<file path="src/rtl/instruction_fetch_queue_pkg.sv">
// Shared widths, reset PC, decode field positions and the entry record
// for the instruction fetch queue.
package instruction_fetch_queue_pkg;

  localparam int XLEN   = 32;
  localparam int INST_W = 32;

  localparam logic [XLEN-1:0] RESET_PC_DEFAULT = 32'h0000_0000;
  localparam logic [XLEN-1:0] PC_INC           = 32'd4;

  // Decode field slice positions within an instruction word
  localparam int OPC_LSB    = 0;
  localparam int OPC_MSB    = 6;
  localparam int F3_LSB     = 12;
  localparam int F3_MSB     = 14;
  localparam int MOD_HI_BIT = 30;
  localparam int MOD_LO_BIT = 25;

  typedef struct packed {
    logic [XLEN-1:0]   pc;
    logic [INST_W-1:0] instr;
    logic              filled;
  } ifq_entry_t;

  function automatic logic [1:0] mod_field(input logic [INST_W-1:0] instr);
    return {instr[MOD_HI_BIT], instr[MOD_LO_BIT]};
  endfunction

endpackage

</file>
<file path="src/rtl/instruction_fetch_queue_if.sv">
// Cache request/response bus plus the decode/dispatch side of the fetch
// queue. The queue is the master; the cache and decoder side is the slave.
interface instruction_fetch_queue_if;
  import instruction_fetch_queue_pkg::*;

  logic              cache_req;
  logic [XLEN-1:0]   cache_addr;
  logic              cache_gnt;
  logic              cache_rvalid;
  logic [INST_W-1:0] cache_rdata;

  logic              deq;
  logic              ifq_empty;
  logic [INST_W-1:0] instr_out;
  logic [XLEN-1:0]   pc_out;
  logic [6:0]        opcode;
  logic [2:0]        funct3;
  logic [1:0]        mod;

  logic              redirect;
  logic [XLEN-1:0]   redirect_pc;

  modport master (
    output cache_req, cache_addr, ifq_empty, instr_out, pc_out, opcode, funct3, mod,
    input  cache_gnt, cache_rvalid, cache_rdata, deq, redirect, redirect_pc
  );

  modport slave (
    input  cache_req, cache_addr, ifq_empty, instr_out, pc_out, opcode, funct3, mod,
    output cache_gnt, cache_rvalid, cache_rdata, deq, redirect, redirect_pc
  );

endinterface

</file>
<file path="src/rtl/instruction_fetch_queue_ram.sv">
// Entry storage for the fetch queue: PC written at allocation, instruction
// written at fill, filled flag cleared on dequeue or flush. Head is read
// combinationally so decode sees it with zero latency.
module ifq_entry_ram
  import instruction_fetch_queue_pkg::*;
#(
  parameter int DEPTH = 4,
  parameter int PTR_W = 2
) (
  input  logic              clk,
  input  logic              rst_n,
  input  logic              flush,
  input  logic              alloc_we,
  input  logic [PTR_W-1:0]  alloc_idx,
  input  logic [XLEN-1:0]   alloc_pc,
  input  logic              fill_we,
  input  logic [PTR_W-1:0]  fill_idx,
  input  logic [INST_W-1:0] fill_instr,
  input  logic              clr_we,
  input  logic [PTR_W-1:0]  clr_idx,
  input  logic [PTR_W-1:0]  head_idx,
  output ifq_entry_t        head_entry
);

  logic [XLEN-1:0]   pc_q     [DEPTH];
  logic [INST_W-1:0] instr_q  [DEPTH];
  logic [DEPTH-1:0]  filled_q;

  // Entry writes; a fill marks the slot valid last so it wins over a clear.
  always_ff @(posedge clk or negedge rst_n) begin
    if (!rst_n) begin
      for (int i = 0; i < DEPTH; i++) begin
        pc_q[i]    <= '0;
        instr_q[i] <= '0;
      end
      filled_q <= '0;
    end else if (flush) begin
      filled_q <= '0;
    end else begin
      if (clr_we) filled_q[clr_idx] <= 1'b0;
      if (alloc_we) begin
        pc_q[alloc_idx]     <= alloc_pc;
        filled_q[alloc_idx] <= 1'b0;
      end
      if (fill_we) begin
        instr_q[fill_idx]  <= fill_instr;
        filled_q[fill_idx] <= 1'b1;
      end
    end
  end

  assign head_entry = '{pc: pc_q[head_idx], instr: instr_q[head_idx], filled: filled_q[head_idx]};

endmodule

</file>
<file path="src/rtl/instruction_fetch_queue.sv">
// In-order instruction fetch queue: issues sequential fetch PCs, buffers
// returned words with their PCs, presents the head to decode, and flushes
// on redirect while discarding responses still in flight for the old path.
module instruction_fetch_queue
  import instruction_fetch_queue_pkg::*;
#(
  parameter int              DEPTH    = 4,
  parameter int              PTR_W    = 2,
  parameter logic [XLEN-1:0] RESET_PC = RESET_PC_DEFAULT
) (
  input logic                      clk,
  input logic                      rst_n,
  instruction_fetch_queue_if.master bus
);

  localparam logic [PTR_W:0]   DEPTH_CNT = (PTR_W + 1)'(DEPTH);
  localparam logic [PTR_W+2:0] DROP_MAX  = (PTR_W + 3)'(2 * DEPTH);

  logic [PTR_W-1:0] alloc_ptr, fill_ptr, head_ptr;
  logic [PTR_W:0]   alloc_cnt;
  // Granted requests of the current epoch still waiting for data
  logic [PTR_W:0]   pend_cnt;
  logic [PTR_W+1:0] drop_cnt;
  logic [XLEN-1:0]  fetch_pc;

  logic             fire, rsp_keep, rsp_drop, deq_ok;
  logic [PTR_W+2:0] drop_sum;
  logic [PTR_W+1:0] drop_next;
  ifq_entry_t       head_entry;

  // Gated by rst_n so the request drops the moment reset is asserted.
  assign bus.cache_req  = rst_n && (alloc_cnt < DEPTH_CNT) && !bus.redirect;
  assign bus.cache_addr = fetch_pc;

  assign fire     = bus.cache_req && bus.cache_gnt;
  assign rsp_keep = bus.cache_rvalid && (drop_cnt == '0);
  assign rsp_drop = bus.cache_rvalid && (drop_cnt != '0);
  assign deq_ok   = bus.deq && !bus.ifq_empty && !bus.redirect;

  // Responses owed at a redirect: old drops plus this epoch's pending
  // requests, less whichever one (kept or dropped) lands this cycle.
  always_comb begin
    drop_sum  = {1'b0, drop_cnt} + (PTR_W + 3)'(pend_cnt) - (PTR_W + 3)'(bus.cache_rvalid);
    drop_next = (drop_sum > DROP_MAX) ? DROP_MAX[PTR_W+1:0] : drop_sum[PTR_W+1:0];
  end

  // Fetch PC: restart at target on redirect, otherwise advance per grant.
  always_ff @(posedge clk or negedge rst_n) begin
    if (!rst_n)            fetch_pc <= RESET_PC;
    else if (bus.redirect) fetch_pc <= bus.redirect_pc;
    else if (fire)         fetch_pc <= fetch_pc + PC_INC;
  end

  // Ring pointers, occupancy and outstanding-request bookkeeping.
  always_ff @(posedge clk or negedge rst_n) begin
    if (!rst_n) begin
      alloc_ptr <= '0;
      fill_ptr  <= '0;
      head_ptr  <= '0;
      alloc_cnt <= '0;
      pend_cnt  <= '0;
      drop_cnt  <= '0;
    end else if (bus.redirect) begin
      alloc_ptr <= '0;
      fill_ptr  <= '0;
      head_ptr  <= '0;
      alloc_cnt <= '0;
      pend_cnt  <= '0;
      drop_cnt  <= drop_next;
    end else begin
      if (fire)     alloc_ptr <= alloc_ptr + PTR_W'(1);
      if (rsp_keep) fill_ptr  <= fill_ptr + PTR_W'(1);
      if (deq_ok)   head_ptr  <= head_ptr + PTR_W'(1);
      if (rsp_drop) drop_cnt  <= drop_cnt - (PTR_W + 2)'(1);
      case ({fire, deq_ok})
        2'b10:   alloc_cnt <= alloc_cnt + (PTR_W + 1)'(1);
        2'b01:   alloc_cnt <= alloc_cnt - (PTR_W + 1)'(1);
        default: alloc_cnt <= alloc_cnt;
      endcase
      case ({fire, rsp_keep})
        2'b10:   pend_cnt <= pend_cnt + (PTR_W + 1)'(1);
        2'b01:   pend_cnt <= pend_cnt - (PTR_W + 1)'(1);
        default: pend_cnt <= pend_cnt;
      endcase
    end
  end

  ifq_entry_ram #(
    .DEPTH (DEPTH),
    .PTR_W (PTR_W)
  ) u_ram (
    .clk        (clk),
    .rst_n      (rst_n),
    .flush      (bus.redirect),
    .alloc_we   (fire),
    .alloc_idx  (alloc_ptr),
    .alloc_pc   (fetch_pc),
    .fill_we    (rsp_keep && !bus.redirect),
    .fill_idx   (fill_ptr),
    .fill_instr (bus.cache_rdata),
    .clr_we     (deq_ok),
    .clr_idx    (head_ptr),
    .head_idx   (head_ptr),
    .head_entry (head_entry)
  );

  assign bus.ifq_empty = !((alloc_cnt != '0) && head_entry.filled);
  assign bus.instr_out = head_entry.instr;
  assign bus.pc_out    = head_entry.pc;
  assign bus.opcode    = head_entry.instr[OPC_MSB:OPC_LSB];
  assign bus.funct3    = head_entry.instr[F3_MSB:F3_LSB];
  assign bus.mod       = mod_field(head_entry.instr);

endmodule

</file>
<file path="src/flat_wrapper.sv">
// flat-port wrapper written by rule: the top's interface ports become plain ports
module instruction_fetch_queue_flat import instruction_fetch_queue_pkg::*;
#(
  parameter int              DEPTH    = 4,
  parameter int              PTR_W    = 2,
  parameter logic [XLEN-1:0] RESET_PC = RESET_PC_DEFAULT
)
  (clk, rst_n, bus_cache_req, bus_cache_addr, bus_ifq_empty, bus_instr_out, bus_pc_out, bus_opcode, bus_funct3, bus_mod, bus_cache_gnt, bus_cache_rvalid, bus_cache_rdata, bus_deq, bus_redirect, bus_redirect_pc);
  instruction_fetch_queue_if bus_i ();
  input logic clk;
  input logic rst_n;
  output wire logic [$bits(bus_i.cache_req)-1:0] bus_cache_req;
  output wire logic [$bits(bus_i.cache_addr)-1:0] bus_cache_addr;
  output wire logic [$bits(bus_i.ifq_empty)-1:0] bus_ifq_empty;
  output wire logic [$bits(bus_i.instr_out)-1:0] bus_instr_out;
  output wire logic [$bits(bus_i.pc_out)-1:0] bus_pc_out;
  output wire logic [$bits(bus_i.opcode)-1:0] bus_opcode;
  output wire logic [$bits(bus_i.funct3)-1:0] bus_funct3;
  output wire logic [$bits(bus_i.mod)-1:0] bus_mod;
  input wire logic [$bits(bus_i.cache_gnt)-1:0] bus_cache_gnt;
  input wire logic [$bits(bus_i.cache_rvalid)-1:0] bus_cache_rvalid;
  input wire logic [$bits(bus_i.cache_rdata)-1:0] bus_cache_rdata;
  input wire logic [$bits(bus_i.deq)-1:0] bus_deq;
  input wire logic [$bits(bus_i.redirect)-1:0] bus_redirect;
  input wire logic [$bits(bus_i.redirect_pc)-1:0] bus_redirect_pc;
  assign bus_cache_req = bus_i.cache_req;
  assign bus_cache_addr = bus_i.cache_addr;
  assign bus_ifq_empty = bus_i.ifq_empty;
  assign bus_instr_out = bus_i.instr_out;
  assign bus_pc_out = bus_i.pc_out;
  assign bus_opcode = bus_i.opcode;
  assign bus_funct3 = bus_i.funct3;
  assign bus_mod = bus_i.mod;
  assign bus_i.cache_gnt = bus_cache_gnt;
  assign bus_i.cache_rvalid = bus_cache_rvalid;
  assign bus_i.cache_rdata = bus_cache_rdata;
  assign bus_i.deq = bus_deq;
  assign bus_i.redirect = bus_redirect;
  assign bus_i.redirect_pc = bus_redirect_pc;
  instruction_fetch_queue #(.DEPTH(DEPTH), .PTR_W(PTR_W), .RESET_PC(RESET_PC)) u_core (.clk(clk), .rst_n(rst_n), .bus(bus_i));
endmodule
</file>
<file path="config.mk">
export PLATFORM = sky130hd
export DESIGN_NAME = instruction_fetch_queue_flat
export DESIGN_NICKNAME = d
export VERILOG_FILES = /design/src/rtl/instruction_fetch_queue_pkg.sv /design/src/rtl/instruction_fetch_queue_if.sv /design/src/rtl/instruction_fetch_queue_ram.sv /design/src/rtl/instruction_fetch_queue.sv /design/src/flat_wrapper.sv
export SDC_FILE = /design/constraint.sdc
export NUM_CORES = 1
export LEC_CHECK = 0
export ABC_AREA = 1
export CORE_MARGIN = 3
export CORE_UTILIZATION = 40
export DETAILED_ROUTE_END_ITERATION = 7
export DONT_BUFFER_PORTS = 1
export GPL_TIMING_DRIVEN = 0
export PLACE_DENSITY = 0.63
export SLEW_MARGIN = 25
export SYNTH_ARGS = -nofsm -noshare
export SYNTH_HDL_FRONTEND = slang
export SYNTH_SLANG_ARGS = --single-unit
</file>
<file path="constraint.sdc">
create_clock -name clk -period 2.65 [get_ports clk]
set_input_delay 0.53 -clock clk [delete_from_list [all_inputs] [get_ports clk]]
set_output_delay 0.53 -clock clk [all_outputs]
set_load 0.03 [all_outputs]
</file>
==> results.sh <==
export IMPL_outcome="finished with violations"
export IMPL_violations="negative hold slack, negative setup slack"
export IMPL_drt_first_pass_iters=5
export IMPL_root_buffer="clkbuf_16"
export IMPL_antenna_found_initial=0
export IMPL_io_buffers=0
export IMPL_dr_first_iter_drc_count=935
export IMPL_viasPerCell=5.297
export IMPL_cp_data_arrival_time_ns=2.13
export IMPL_synth_largest_area_cell="dfrtp_1"
export IMPL_grt_max_degree=311
export IMPL_p_total_w=0.01566
export IMPL_cts_inserted_buffers=36
export IMPL_grtUsageTotal=0.2357
export IMPL_wl_per_cell_um=19.36
export IMPL_cp_required_ns=2.12
export IMPL_setup_violations=2
export IMPL_core_um2=36870
export IMPL_io_pins=180
export IMPL_netlist_area_leader_share=0.5119
export IMPL_num_rows=70
export IMPL_pre_cts_slack_ns=-0.4843
export IMPL_fill_cells=3562
export IMPL_yosysWarnings=0
export IMPL_netlist_area_um2=15060
export IMPL_fin_crit_ns=2.656
export IMPL_synth_edf_count=0
export IMPL_postLayoutSetupSlackWorst_ns=-0.005597
export IMPL_async_reset_ff_frac=1.000
export IMPL_setup_tns_ns=-0.01088
export IMPL_hpwl_mm=31.72
export IMPL_synth_nets=1969
export IMPL_rsz0062_at_grt="yes"
export IMPL_clkTransAtPathRegs_ns=0.06
export IMPL_place_congestion=0.9265
export IMPL_syn_instance_count=1874
export IMPL_critPathCaptureType="output pin"
export IMPL_final_layout_size_suffix_gt1_frac=0.1470
export IMPL_vias=13019
export IMPL_clock_sinks=308
export IMPL_synthFlopType="dfrtp_1"
export IMPL_clock_skew_ns=0.01430
export IMPL_crit_type="reg -> out"
export IMPL_path_max_fanout=8
export IMPL_power_density_nw_per_um2=868.1
export IMPL_detail_route_antenna_nets=0
export IMPL_ys_seq_area_frac=0.5119
export IMPL_cap_violations=0
export IMPL_pwr_share_clk=0.317
export IMPL_leakage_nw=8.958
export IMPL_start_util=0.4083
export IMPL_start_kind="flop"
export IMPL_grt_pass1_vias=12999
export IMPL_seq_power_share=0.393
export IMPL_max_freq_mhz=376.6
export IMPL_synthTopCellsByArea="dfrtp_1 51%, nand2_1 17%, o21ai_0 9.0%, nor2_1 4.2%, o22ai_1 2.7%"
export IMPL_synth_common_cells="689 x nand2_1, 308 x dfrtp_1, 271 x o21ai_0"
export IMPL_die_area_um2=40000
export IMPL_worst_pin_slew_ns=0.6472
export IMPL_die_w_um=200.0
export IMPL_post_route_drc_count=0
export IMPL_netSwitchingFraction=0.3600
export IMPL_p_sw_w=0.005638
export IMPL_wirelength_mm=47.58
export IMPL_synth_cell_type_count=36
export IMPL_intPower_w=0.01002
export IMPL_vdd_drop_max_v=0.0004931
export IMPL_hold_slack_ns=-0.2871
export IMPL_grt_overflow=0
export IMPL_die_h_um=200.0
export IMPL_clk_latency_ns=0.52
export IMPL_htreeDepth=2
export IMPL_layout_nets=2024
export IMPL_grt_pass1_wl_mm=74.09
export IMPL_syn_to_final_growth_pct=19.83
export IMPL_slew_violations=0
export IMPL_relSlewSlack=0.5686
export IMPL_yosys_register_bits=308
export IMPL_clockBufferDepth=3
export IMPL_hold_viol=308
export IMPL_combPwrFrac=0.290
export IMPL_synth_most_common_cell="nand2_1"
export IMPL_cts_tree="built"
export IMPL_period_share=1.002
export IMPL_syn_area_per_cell_um2=8.034
export IMPL_hold_path_class="in -> async"
## metrics by stage
step / utilization / cell area, µm² / hold WS (ns) / std cells
2_1_floorplan: - / 15060 / 0.2344 / 1874
3_3_place_gp: 0.4254 / 15690 / 0.2432 / 2378
3_5_place_dp: 0.4254 / 15690 / 0.2424 / 2378
4_1_cts: 0.4827 / 17800 / -0.3135 / 2443
5_1_grt: 0.4892 / 18040 / -0.3089 / 2457
6_report: 0.4893 / 18040 / -0.2871 / 2458
## layer usage
metal	vias up	global-route usage	routed length, µm
li1	6153	-	-
met1	6371	0.3204	20260
met2	435	0.3913	22780
met3	60	0.04985	3730
met4	0	0.05273	809
met5	-	0	0
## layout by cell type (no fill, tap or decap), types with 4 or more instances in the layout
master       n
a21oi_1      7
buf_12       6
buf_2       20
buf_4       36
buf_6       38
clkbuf_1    17
clkbuf_16   39
clkbuf_2     8
clkbuf_4    10
clkbuf_8     9
clkinv_2     7
dfrtp_1    306
ha_1        22
inv_1       80
inv_2       10
nand2_1    689
nand2_2      4
nand2_4      5
nand3_1     41
nand4_1      9
nor2_1     161
nor2_2       9
nor2_4       4
nor3_1       9
o211ai_1     6
o21ai_0    242
o21ai_1     42
o221ai_1     6
o22ai_2     24
o22ai_4     40
xor2_1      14
## path summary, 6_finish.rpt
kind | start | slack (ns) | to | cells past startpoint
max in group asynchronous | rst_n | 2.38 | u_core.bus.cache_addr[22] | 0
worst min register to register | u_core.u_ram.instr_q[54] | 0.47 | u_core.u_ram.instr_q[54] | 2
worst min-delay path | rst_n | -0.29 | u_core.u_ram.instr_q[20] | 0
worst max register to register | u_core.head_ptr[0] | 0.33 | u_core.alloc_cnt[2] | 15
min in group clk | bus_cache_rdata[5] | 0.12 | u_core.u_ram.instr_q[101] | 2
worst max-delay path | u_core.head_ptr[0] | -0.006 | bus_mod[1] | 8
## power groups by stage
stage / logic [W] / clock network [W] / registers, W
final: 0.00455 / 0.00496 / 0.00615
after floorplan: 0.00318 / 0 / 0.00607
after global routing: 0.00498 / 0.00528 / 0.00626
after CTS: 0.00455 / 0.00504 / 0.00614
after detailed placement: 0.00389 / 0 / 0.00621
after global placement: 0.00383 / 0 / 0.00619
## flip-flops by register name (all words and copies together) (netlist names)
name,cells
u_core.alloc_cnt,3
u_core.alloc_ptr,2
u_core.bus.cache_addr,32
u_core.drop_cnt,4
u_core.fill_ptr,2
u_core.head_ptr,2
u_core.pend_cnt,3
u_core.u_ram.filled_q,4
u_core.u_ram.instr_q,128
u_core.u_ram.pc_q,128
## cell type report
cell class	instances	area, µm²	share of cell area
flip-flops and latches	308	7710	0.4274
multi-input cells	1355	6960	0.3858
clock buffers	52	1032	0.05722
plain buffers	117	1023	0.05673
well taps	504	630.6	0.03495
inverters	93	362.8	0.02011
repair buffers	18	190.2	0.01054
clock inverters	10	128.9	0.007143
diodes	1	2.502	0.0001387
## timing repair
action	4_1_cts	5_1_grt
resized for setup	198	68
hold endpoints to repair	308	308
setup buffers	4	12
cloned	0	2
setup endpoints to repair	77	24
pin swaps	18	20
## kinds of logic (layout without fill, tap and decap cells)
logic type      after synthesis  in the layout  synth area share
buf+inv                     211            290           0.07388
flops                       308            308            0.5119
simple gates                939            939            0.2482
compound gates              374            374            0.1338
other cells                   0              1                 0
xor+xnor                     17             17          0.009890
fa+ha+maj                    25             25           0.02227
## worst max-delay path, stage by stage (launching register included)
cell and delay (ns):
dfrtp_2 0.46, buf_12 0.16, inv_12 0.07, buf_12 0.13, buf_12 0.11, buf_12 0.12
nor2_2 0.05, o22ai_4 0.30, buf_6 0.19
Power figures use the tool's default switching activity.
